$ cat src/rtl/stream_switch_pkg.sv
// Shared definitions for the stream switch splitter register block:
// register offsets, the default ID value, AXI-Lite response codes,
// FSM state types and the address decoder used by read and write paths.
package stream_switch_pkg;

    localparam logic [31:0] C_ID_DEFAULT = 32'h5353_0001;

    localparam logic [11:0] OFF_ID      = 12'h000;
    localparam logic [11:0] OFF_CTRL    = 12'h004;
    localparam logic [11:0] OFF_SCRATCH = 12'h008;
    localparam logic [11:0] OFF_PKT_CNT = 12'h00C;

    localparam logic [1:0] RESP_OKAY   = 2'b00;
    localparam logic [1:0] RESP_SLVERR = 2'b10;

    typedef enum logic {W_IDLE, W_RESP} wstate_e;
    typedef enum logic {R_IDLE, R_DATA} rstate_e;

    typedef enum logic [1:0] {REG_ID, REG_CTRL, REG_SCRATCH, REG_PKT_CNT} reg_e;

    typedef struct packed {
        logic hit;
        reg_e sel;
    } dec_t;

    // Decodes a word index (address bits [11:2]) to a register select.
    function automatic dec_t decode(input logic [9:0] widx);
        dec_t d;
        d.hit = 1'b1;
        d.sel = REG_ID;
        if (widx == OFF_ID[11:2])           d.sel = REG_ID;
        else if (widx == OFF_CTRL[11:2])    d.sel = REG_CTRL;
        else if (widx == OFF_SCRATCH[11:2]) d.sel = REG_SCRATCH;
        else if (widx == OFF_PKT_CNT[11:2]) d.sel = REG_PKT_CNT;
        else                                d.hit = 1'b0;
        return d;
    endfunction

endpackage

$ cat src/rtl/stream_switch_splitter_regs.sv
// AXI-Lite control/status register block for the stream switch splitter.
// Registers: ID (RO), CTRL (RW [2:0]), SCRATCH (RW), PKT_CNT (count of
// pkt_inc pulses; any write clears it).
// Ports:
//   aclk, areset          clock, synchronous active-high reset
//   s_axil_aw*/w*/b*      AXI-Lite write address, data and response channels
//   s_axil_ar*/r*         AXI-Lite read address and data channels
//   pkt_inc               one-cycle pulse per packet split
//   ctrl_enable           CTRL[0]
//   ctrl_select           CTRL[2:1]
module stream_switch_splitter_regs
    import stream_switch_pkg::*;
#(
    parameter logic [31:0] C_ID = C_ID_DEFAULT
) (
    input  logic        aclk,
    input  logic        areset,
    input  logic        s_axil_awvalid,
    input  logic [31:0] s_axil_awaddr,
    output logic        s_axil_awready,
    input  logic        s_axil_wvalid,
    input  logic [31:0] s_axil_wdata,
    output logic        s_axil_wready,
    output logic        s_axil_bvalid,
    output logic [1:0]  s_axil_bresp,
    input  logic        s_axil_bready,
    input  logic        s_axil_arvalid,
    input  logic [31:0] s_axil_araddr,
    output logic        s_axil_arready,
    output logic        s_axil_rvalid,
    output logic [31:0] s_axil_rdata,
    output logic [1:0]  s_axil_rresp,
    input  logic        s_axil_rready,
    input  logic        pkt_inc,
    output logic        ctrl_enable,
    output logic [1:0]  ctrl_select
);

    wstate_e     wstate_q, wstate_d;
    logic        aw_got_q, aw_got_d;
    logic        w_got_q, w_got_d;
    logic [9:0]  awaddr_q, awaddr_d;
    logic [31:0] wdata_q, wdata_d;
    logic [1:0]  bresp_q, bresp_d;

    rstate_e     rstate_q, rstate_d;
    logic [31:0] rdata_q, rdata_d;
    logic [1:0]  rresp_q, rresp_d;

    logic [2:0]  ctrl_q, ctrl_d;
    logic [31:0] scratch_q, scratch_d;
    logic [31:0] pkt_cnt_q, pkt_cnt_d;

    logic        aw_hs, w_hs, ar_hs;
    logic [9:0]  wr_widx;
    logic [31:0] wr_data;
    dec_t        wr_dec, rd_dec;
    logic [31:0] rd_val;
    logic        unused_addr_bits;

    assign unused_addr_bits = ^{s_axil_awaddr[31:12], s_axil_awaddr[1:0],
                                s_axil_araddr[31:12], s_axil_araddr[1:0]};

    assign s_axil_awready = (wstate_q == W_IDLE) && !aw_got_q && !areset;
    assign s_axil_wready  = (wstate_q == W_IDLE) && !w_got_q && !areset;
    assign s_axil_arready = (rstate_q == R_IDLE) && !areset;
    assign s_axil_bvalid  = (wstate_q == W_RESP);
    assign s_axil_bresp   = bresp_q;
    assign s_axil_rvalid  = (rstate_q == R_DATA);
    assign s_axil_rdata   = rdata_q;
    assign s_axil_rresp   = rresp_q;
    assign ctrl_enable    = ctrl_q[0];
    assign ctrl_select    = ctrl_q[2:1];

    assign aw_hs = s_axil_awvalid && s_axil_awready;
    assign w_hs  = s_axil_wvalid && s_axil_wready;
    assign ar_hs = s_axil_arvalid && s_axil_arready;

    // A channel captured in an earlier cycle takes precedence over the bus.
    assign wr_widx = aw_got_q ? awaddr_q : s_axil_awaddr[11:2];
    assign wr_data = w_got_q ? wdata_q : s_axil_wdata;
    assign wr_dec  = decode(wr_widx);
    assign rd_dec  = decode(s_axil_araddr[11:2]);

    // Write channel FSM plus register updates on commit.
    always_comb begin
        wstate_d  = wstate_q;
        aw_got_d  = aw_got_q;
        w_got_d   = w_got_q;
        awaddr_d  = awaddr_q;
        wdata_d   = wdata_q;
        bresp_d   = bresp_q;
        ctrl_d    = ctrl_q;
        scratch_d = scratch_q;
        pkt_cnt_d = pkt_inc ? pkt_cnt_q + 32'd1 : pkt_cnt_q;
        case (wstate_q)
            W_IDLE: begin
                if ((aw_got_q || aw_hs) && (w_got_q || w_hs)) begin
                    wstate_d = W_RESP;
                    aw_got_d = 1'b0;
                    w_got_d  = 1'b0;
                    if (wr_dec.hit && wr_dec.sel != REG_ID) begin
                        bresp_d = RESP_OKAY;
                        case (wr_dec.sel)
                            REG_CTRL:    ctrl_d    = wr_data[2:0];
                            REG_SCRATCH: scratch_d = wr_data;
                            // Clear wins over the count, but a same-edge pulse still counts.
                            REG_PKT_CNT: pkt_cnt_d = {31'd0, pkt_inc};
                            default:     ;
                        endcase
                    end else begin
                        bresp_d = RESP_SLVERR;
                    end
                end else begin
                    if (aw_hs) begin
                        aw_got_d = 1'b1;
                        awaddr_d = s_axil_awaddr[11:2];
                    end
                    if (w_hs) begin
                        w_got_d = 1'b1;
                        wdata_d = s_axil_wdata;
                    end
                end
            end
            W_RESP: if (s_axil_bready) wstate_d = W_IDLE;
            default: wstate_d = W_IDLE;
        endcase
    end

    // Read mux samples pre-edge register values, so a same-edge write is not seen.
    always_comb begin
        rd_val = '0;
        case (rd_dec.sel)
            REG_ID:      rd_val = C_ID;
            REG_CTRL:    rd_val = {29'd0, ctrl_q};
            REG_SCRATCH: rd_val = scratch_q;
            REG_PKT_CNT: rd_val = pkt_cnt_q;
            default:     rd_val = '0;
        endcase
        if (!rd_dec.hit) rd_val = '0;
    end

    always_comb begin
        rstate_d = rstate_q;
        rdata_d  = rdata_q;
        rresp_d  = rresp_q;
        case (rstate_q)
            R_IDLE: if (ar_hs) begin
                rstate_d = R_DATA;
                rdata_d  = rd_val;
                rresp_d  = rd_dec.hit ? RESP_OKAY : RESP_SLVERR;
            end
            R_DATA: if (s_axil_rready) rstate_d = R_IDLE;
            default: rstate_d = R_IDLE;
        endcase
    end

    always_ff @(posedge aclk) begin
        if (areset) begin
            wstate_q  <= W_IDLE;
            aw_got_q  <= 1'b0;
            w_got_q   <= 1'b0;
            awaddr_q  <= '0;
            wdata_q   <= '0;
            bresp_q   <= '0;
            rstate_q  <= R_IDLE;
            rdata_q   <= '0;
            rresp_q   <= '0;
            ctrl_q    <= '0;
            scratch_q <= '0;
            pkt_cnt_q <= '0;
        end else begin
            wstate_q  <= wstate_d;
            aw_got_q  <= aw_got_d;
            w_got_q   <= w_got_d;
            awaddr_q  <= awaddr_d;
            wdata_q   <= wdata_d;
            bresp_q   <= bresp_d;
            rstate_q  <= rstate_d;
            rdata_q   <= rdata_d;
            rresp_q   <= rresp_d;
            ctrl_q    <= ctrl_d;
            scratch_q <= scratch_d;
            pkt_cnt_q <= pkt_cnt_d;
        end
    end

endmodule

$ cat config.mk
export PLATFORM = sky130hd
export DESIGN_NAME = stream_switch_splitter_regs
export DESIGN_NICKNAME = d
export VERILOG_FILES = /design/src/rtl/stream_switch_pkg.sv /design/src/rtl/stream_switch_splitter_regs.sv
export SDC_FILE = /design/constraint.sdc
export NUM_CORES = 1
export LEC_CHECK = 0
export ABC_AREA = 1
export CAP_MARGIN = 20
export CORE_UTILIZATION = 40
export DETAILED_ROUTE_END_ITERATION = 10
export HOLD_SLACK_MARGIN = 0.12
export PLACE_DENSITY = 0.7
export SLEW_MARGIN = 40
export SYNTH_ARGS = -nofsm -noshare
export SYNTH_HDL_FRONTEND = slang
export SYNTH_SLANG_ARGS = --single-unit
$ cat constraint.sdc
create_clock -name aclk -period 1.9 [get_ports aclk]
set_input_delay 0.475 -clock aclk [delete_from_list [all_inputs] [get_ports aclk]]
set_output_delay 0.475 -clock aclk [all_outputs]
set_load 0.01 [all_outputs]
======== After elaboration in Yosys (flattened, before gate mapping) ========
Cells that the tools add are included.
word-level totals
  register bits ........................... 149
  input bits .............................. 104
  output and inout bits ................... 44
  word-level logic and storage cells ...... 94
operators by class
  add/subtract/negate cells ............... 1
  equality and inequality tests ........... 12
  multiplexer cells ....................... 37
  bitwise operators ....................... 3
  reductions and logical operators ........ 29
operator list
  operator                 number
  $mux W32                 7
  $pmux W32 S4             1
  $eq A10 B2 Y1 const B    4
  $add A32 B1 Y32 const B  1
  $eq A10 B1 Y1 const B    2
  $logic_not A10 Y1        2
  $mux W2                  10
  $mux W1                  16
  $logic_and A1 B1 Y1      10
  $mux W10                 1
  $eq A2 B2 Y1 const B     4
  $reduce_and A2 Y1        4
  $reduce_and A4 Y1        2
  $reduce_and A3 Y1        2
  $reduce_bool A2 Y1       3
  $eq A2 B1 Y1 const B     2
  $pmux W1 S2              2
  $logic_not A1 Y1         3
  $not A1 Y1               3
  $logic_not A2 Y1         1
  $logic_or A1 B1 Y1       2

======== Longest topological paths before layout ========
  depth after elaboration ................. 11
  mapped depth ............................ 12

======== Least setup slack after synthesis ========
No wires, ideal clock.
  path kind ............................... input to register
  start point ............................. input port areset
  end point ............................... register pkt_cnt_q[12]
  data arrival time ....................... 1.628 ns
  setup slack ............................. 0.155 ns
  stages on the path ...................... 10
  cell sequence ........................... buf_6 -> nor3_4 -> nand2_1 -> nand2_2 -> nand3_4 -> nor2_1 -> nand2_2 -> nand2_4 -> buf_6 -> nor2_1
between the ends
  cells in the longest elaborated chain, start to end .. 7
  elaborated cells between the ends (all ways) .. 10
RTL lines
  element                  line                                source
  from (decl)              stream_switch_splitter_regs.sv:17   input logic areset,
  $logic_not A1 Y1         stream_switch_splitter_regs.sv:65   assign s_axil_wready = (wstate_q == W_IDLE) && !w_got_q && !areset;
  $logic_and A1 B1 Y1      stream_switch_splitter_regs.sv:65
  named net s_axil_wready  stream_switch_splitter_regs.sv:23   output logic s_axil_wready,
  $logic_and A1 B1 Y1      stream_switch_splitter_regs.sv:76   assign w_hs = s_axil_wvalid && s_axil_wready;
  $logic_or A1 B1 Y1       stream_switch_splitter_regs.sv:98   if ((aw_got_q || aw_hs) && (w_got_q || w_hs)) begin
  $logic_and A1 B1 Y1      stream_switch_splitter_regs.sv:98
  $mux W32                 stream_switch_splitter_regs.sv:98
  $mux W32                 stream_switch_splitter_regs.sv:96   case (wstate_q)
  to (signal assigned)     stream_switch_splitter_regs.sv:184  pkt_cnt_q <= pkt_cnt_d;
  to (decl)                stream_switch_splitter_regs.sv:52   logic [31:0] pkt_cnt_q, pkt_cnt_d;
The timed path passes the listed nets, and every way through them passes these cells.
A chain may end at the register's enable or synchronous reset.

======== Worst setup path after layout ========
  start point ............................. register ctrl_q[1]
  end point ............................... output port ctrl_select[0]
RTL lines
  element                 line                                source
  from (decl)             stream_switch_splitter_regs.sv:50   logic [2:0] ctrl_q, ctrl_d;
  from (signal assigned)  stream_switch_splitter_regs.sv:182  ctrl_q <= ctrl_d;
  to (decl)               stream_switch_splitter_regs.sv:36   output logic [1:0] ctrl_select
No word-level cell between the ends.

==> implementation parameters <==
Parameter                              Value

Yosys
  Unique masters post-synth    33
  Synthesized area    7000 µm²
  Part of the Yosys area used for sequential elements    0.421
  Area share of the largest cell type after synthesis    0.421
  Average size of a mapped cell    6.65 µm²
  Ranking of synthesized cells by area    dfxtp_1 42%, nand2_1 15%, nor2_1 12%
  Leading area contributor after synthesis    dfxtp_1
  Yosys warnings    0
  Gate Count Post-Synth    1052
  Register bit count reported by yosys    147

Setup path
  Bufs and invs on worst path    1
  Number of cell instances on the worst register-to-register path    12
  Reg-to-reg critical path endpoint    scratch_q[21]$_SDFFE_PP0P_
  Largest stage delay on the critical path    0.56 ns
  Logic depth of the worst path, buffers included    1
  Reg2Reg Launch Point    aw_got_q$_SDFFE_PP0P_
  Critical path capture point    ctrl_select[0]
  Critical path required time    1.42 ns
  Sequence of cells on the critical path    clkdlybuf4s50_1
  Worst setup path start    ctrl_q[1]$_SDFFE_PP0P_
  CP arrival    1.40 ns
  Worst setup EP type    output pin
  Cell with the largest stage delay on the worst path    clkdlybuf4s50_1
  Crit Path Category    flop to output pin
  Slack of the worst reg-to-reg path    0.14 ns
  Critical path launch point type    flop
  Biggest fanout along the worst timing path    3
  Gate family responsible for the most delay along the worst path    buffers and inverters

Timing
  Worst slack on hold paths    0.461 ns
  Post-route setup slack    0.0263 ns
  Final TNS setup    0 ns
  RSZ-0062 raised after global routing    false
  Setup violation total in the final timing report    0
  Part of the cycle the worst path needs    0.986
  Highest clock rate    534 MHz
  Endpoints failing hold    0
  Minimum period implied by the final worst setup slack    1.87 ns
  Clock tree skew after final layout    0.00844 ns
  Count of pins over their slew limit    0

Worst hold path
  Hold Crit Class    flop to flop

Global routing
  Global Route met3 Usage    0.0465
  Number of antenna violations at the first check in global routing    0
  Busiest grt layer    met2
  Wire length of the first global-routing pass    31.2 mm
  Overall fraction of global-route tracks in use    0.220
  Met2 Track Usage GR    0.366
  Largest net degree at the start of global routing    40
  Overflow after GRT    0
  Vias in the first global route    6434
  Global Route met1 Usage    0.285

Cells and area
  Layout Cells excl Fill    1453
  Antenna Diode Count    0
  Synth-to-layout area growth    35.2%
  # fillers    1620
  Fraction of final layout cells with drive strength greater than 1    0.136
  Final standard cell utilization of the core    0.562
  Area taken by multi-input logic gates    3540 µm²
  Register Area    2940 µm²
  Final Net Count    1325
  Final instance area    9460 µm²

Floorplan
  Placeable core region    16800 µm²
  Die area    18000 µm²
  Initial Utilization    0.416
  Total number of placement rows    47
  Die Span Y    134 µm
  Ports placed on the boundary    148
  Die W    134 µm

Place
  Final weighted congestion in routability-driven placement    0.902
  Placed Instance Area    8850 µm²
  Placed cell count    1421
  Number of buffers inserted by port buffering    101
  DP Wirelength    14.2 mm
  Worst slack after detailed placement    -0.318 ns

Clocking
  TritonCTS Buffers    17
  Num Clock Sinks    147
  Buffer levels on the longest clock path    2
  Postcts setup bufs    0
  Clock latency of the later-clocked register in the worst-skew pair    0.44 ns
  TritonCTS clock tree    built
  Worst-path clk slew    0.06 ns
  Number of H-tree levels    4
  Cell at the root of the clock tree    clkbuf_16

Route
  Post-route DRC    0
  Avg Vias per Cell    4.90
  Pre-antenna DRT Iters    5
  Total Wirelength    19.0 mm
  Via count    7117
  Post-DR wirelength/cell    13.1 µm
  DRC marker count from the first detailed-route iteration    453
  Remaining antenna violation count after routing    0

Power
  Peak VDD IR    0.000728 V
  Total power after layout    7.22 mW
  Total power density per cell area    763 nW/µm²
  Cell leakage power    3.71 nW

Job
  Number of max-cap violations    0

Run status
  Outcome    complete, no violations
==> where the power goes <==
group | switching (mW) | total [mW] | leakage (nW) | internal (mW)
combinational | 0.398 | 0.733 | 2.24 | 0.335
sequential | 0.0483 | 3.22 | 1.19 | 3.18
clock | 1.32 | 3.26 | 0.281 | 1.94
total | 1.77 | 7.22 | 3.71 | 5.45
==> how the worst min path moves through the flow <==
stage               slack (ns)  cells past startpoint                             to                          start
global placement          0.45                      2  s_axil_rdata[13]$_SDFFE_PP0P_  s_axil_rdata[13]$_SDFFE_PP0P_
CTS                       0.46                      2  s_axil_rdata[19]$_SDFFE_PP0P_  s_axil_rdata[19]$_SDFFE_PP0P_
detailed placement        0.45                      2  s_axil_rdata[19]$_SDFFE_PP0P_  s_axil_rdata[19]$_SDFFE_PP0P_
finish                    0.46                      2  s_axil_rdata[25]$_SDFFE_PP0P_  s_axil_rdata[25]$_SDFFE_PP0P_
global route              0.48                      2  s_axil_rdata[18]$_SDFFE_PP0P_  s_axil_rdata[18]$_SDFFE_PP0P_
floorplan                 0.45                      2      scratch_q[1]$_SDFFE_PP0P_      scratch_q[1]$_SDFFE_PP0P_
==> cell usage in the layout, fill, tap and decap left out, types with 5 or more instances in the layout <==
| master | netlist | routed |
|---|---|---|
| dfxtp_1 | 147 | 147 |
| buf_4 | 6 | 81 |
| buf_12 | 0 | 11 |
| a21oi_1 | 57 | 57 |
| o21ai_1 | 9 | 11 |
| nand2_2 | 4 | 5 |
| nor3_1 | 18 | 17 |
| clkbuf_16 | 0 | 17 |
| clkdlybuf4s50_1 | 0 | 95 |
| nor2_2 | 4 | 9 |
| nor2_1 | 218 | 213 |
| nand3_1 | 48 | 48 |
| nand4_1 | 11 | 11 |
| inv_1 | 68 | 68 |
| nand2_1 | 276 | 275 |
| nor2_4 | 6 | 6 |
| o21ai_0 | 104 | 102 |
| xor2_1 | 7 | 7 |
==> cells in the mapped netlist, drive strengths merged <==
cell type,number
nand2,282
nor2,228
dfxtp,147
o21ai,113
inv,74
a21oi,59
nand3,50
clkbuf,26
nor3,23
buf,19
nand4,11
xor2,7
or2,5
clkinv,2
nand3b,2
conb,1
ha,1
nor3b,1
o2111ai,1
==> cells by family (layout without fill, tap and decap cells) <==
kind of cell	after synthesis	in the layout	synth area share
XOR/XNOR	7	7	0.00876
other	1	2	0.000536
AND/OR/NAND/NOR	602	602	0.365
buffers and inverters	121	301	0.0783
flip-flops	147	147	0.421
AO/OA/AOI/OAI	173	173	0.125
adder cells (fa/ha/maj)	1	1	0.00179
==> what timing repair did <==
item	4_1_cts	5_1_grt
hold endpoints to repair	0	0
pin swaps	0	1
endpoints found under the setup margin	4	27
hold buffers	0	0
gates resized for setup	4	12
==> flip-flops by register name (all words and copies together), names as in the netlist, 3 cells and up <==
| signal | cells |
|---|---|
| pkt_cnt_q | 32 |
| s_axil_rdata | 32 |
| awaddr_q | 10 |
| scratch_q | 32 |
| ctrl_q | 3 |
| wdata_q | 32 |
==> per-layer routing <==
layer / wire, µm / up-vias
met5: 0 / -
li1: - / 3681
met2: 8990 / 153
met3: 808 / 28
met4: 323 / 0
met1: 8850 / 3255
==> area by class of cell <==
type                            instances  area share
Clock inverter                         11      0.0108
Tap cell                              220      0.0291
Timing Repair Buffer                  193       0.193
Inverter                               76      0.0307
Multi-Input combinational cell        785       0.374
Sequential cell                       147       0.311
Clock buffer                           21      0.0508
No activity file was read; power rests on OpenSTA's default activity.
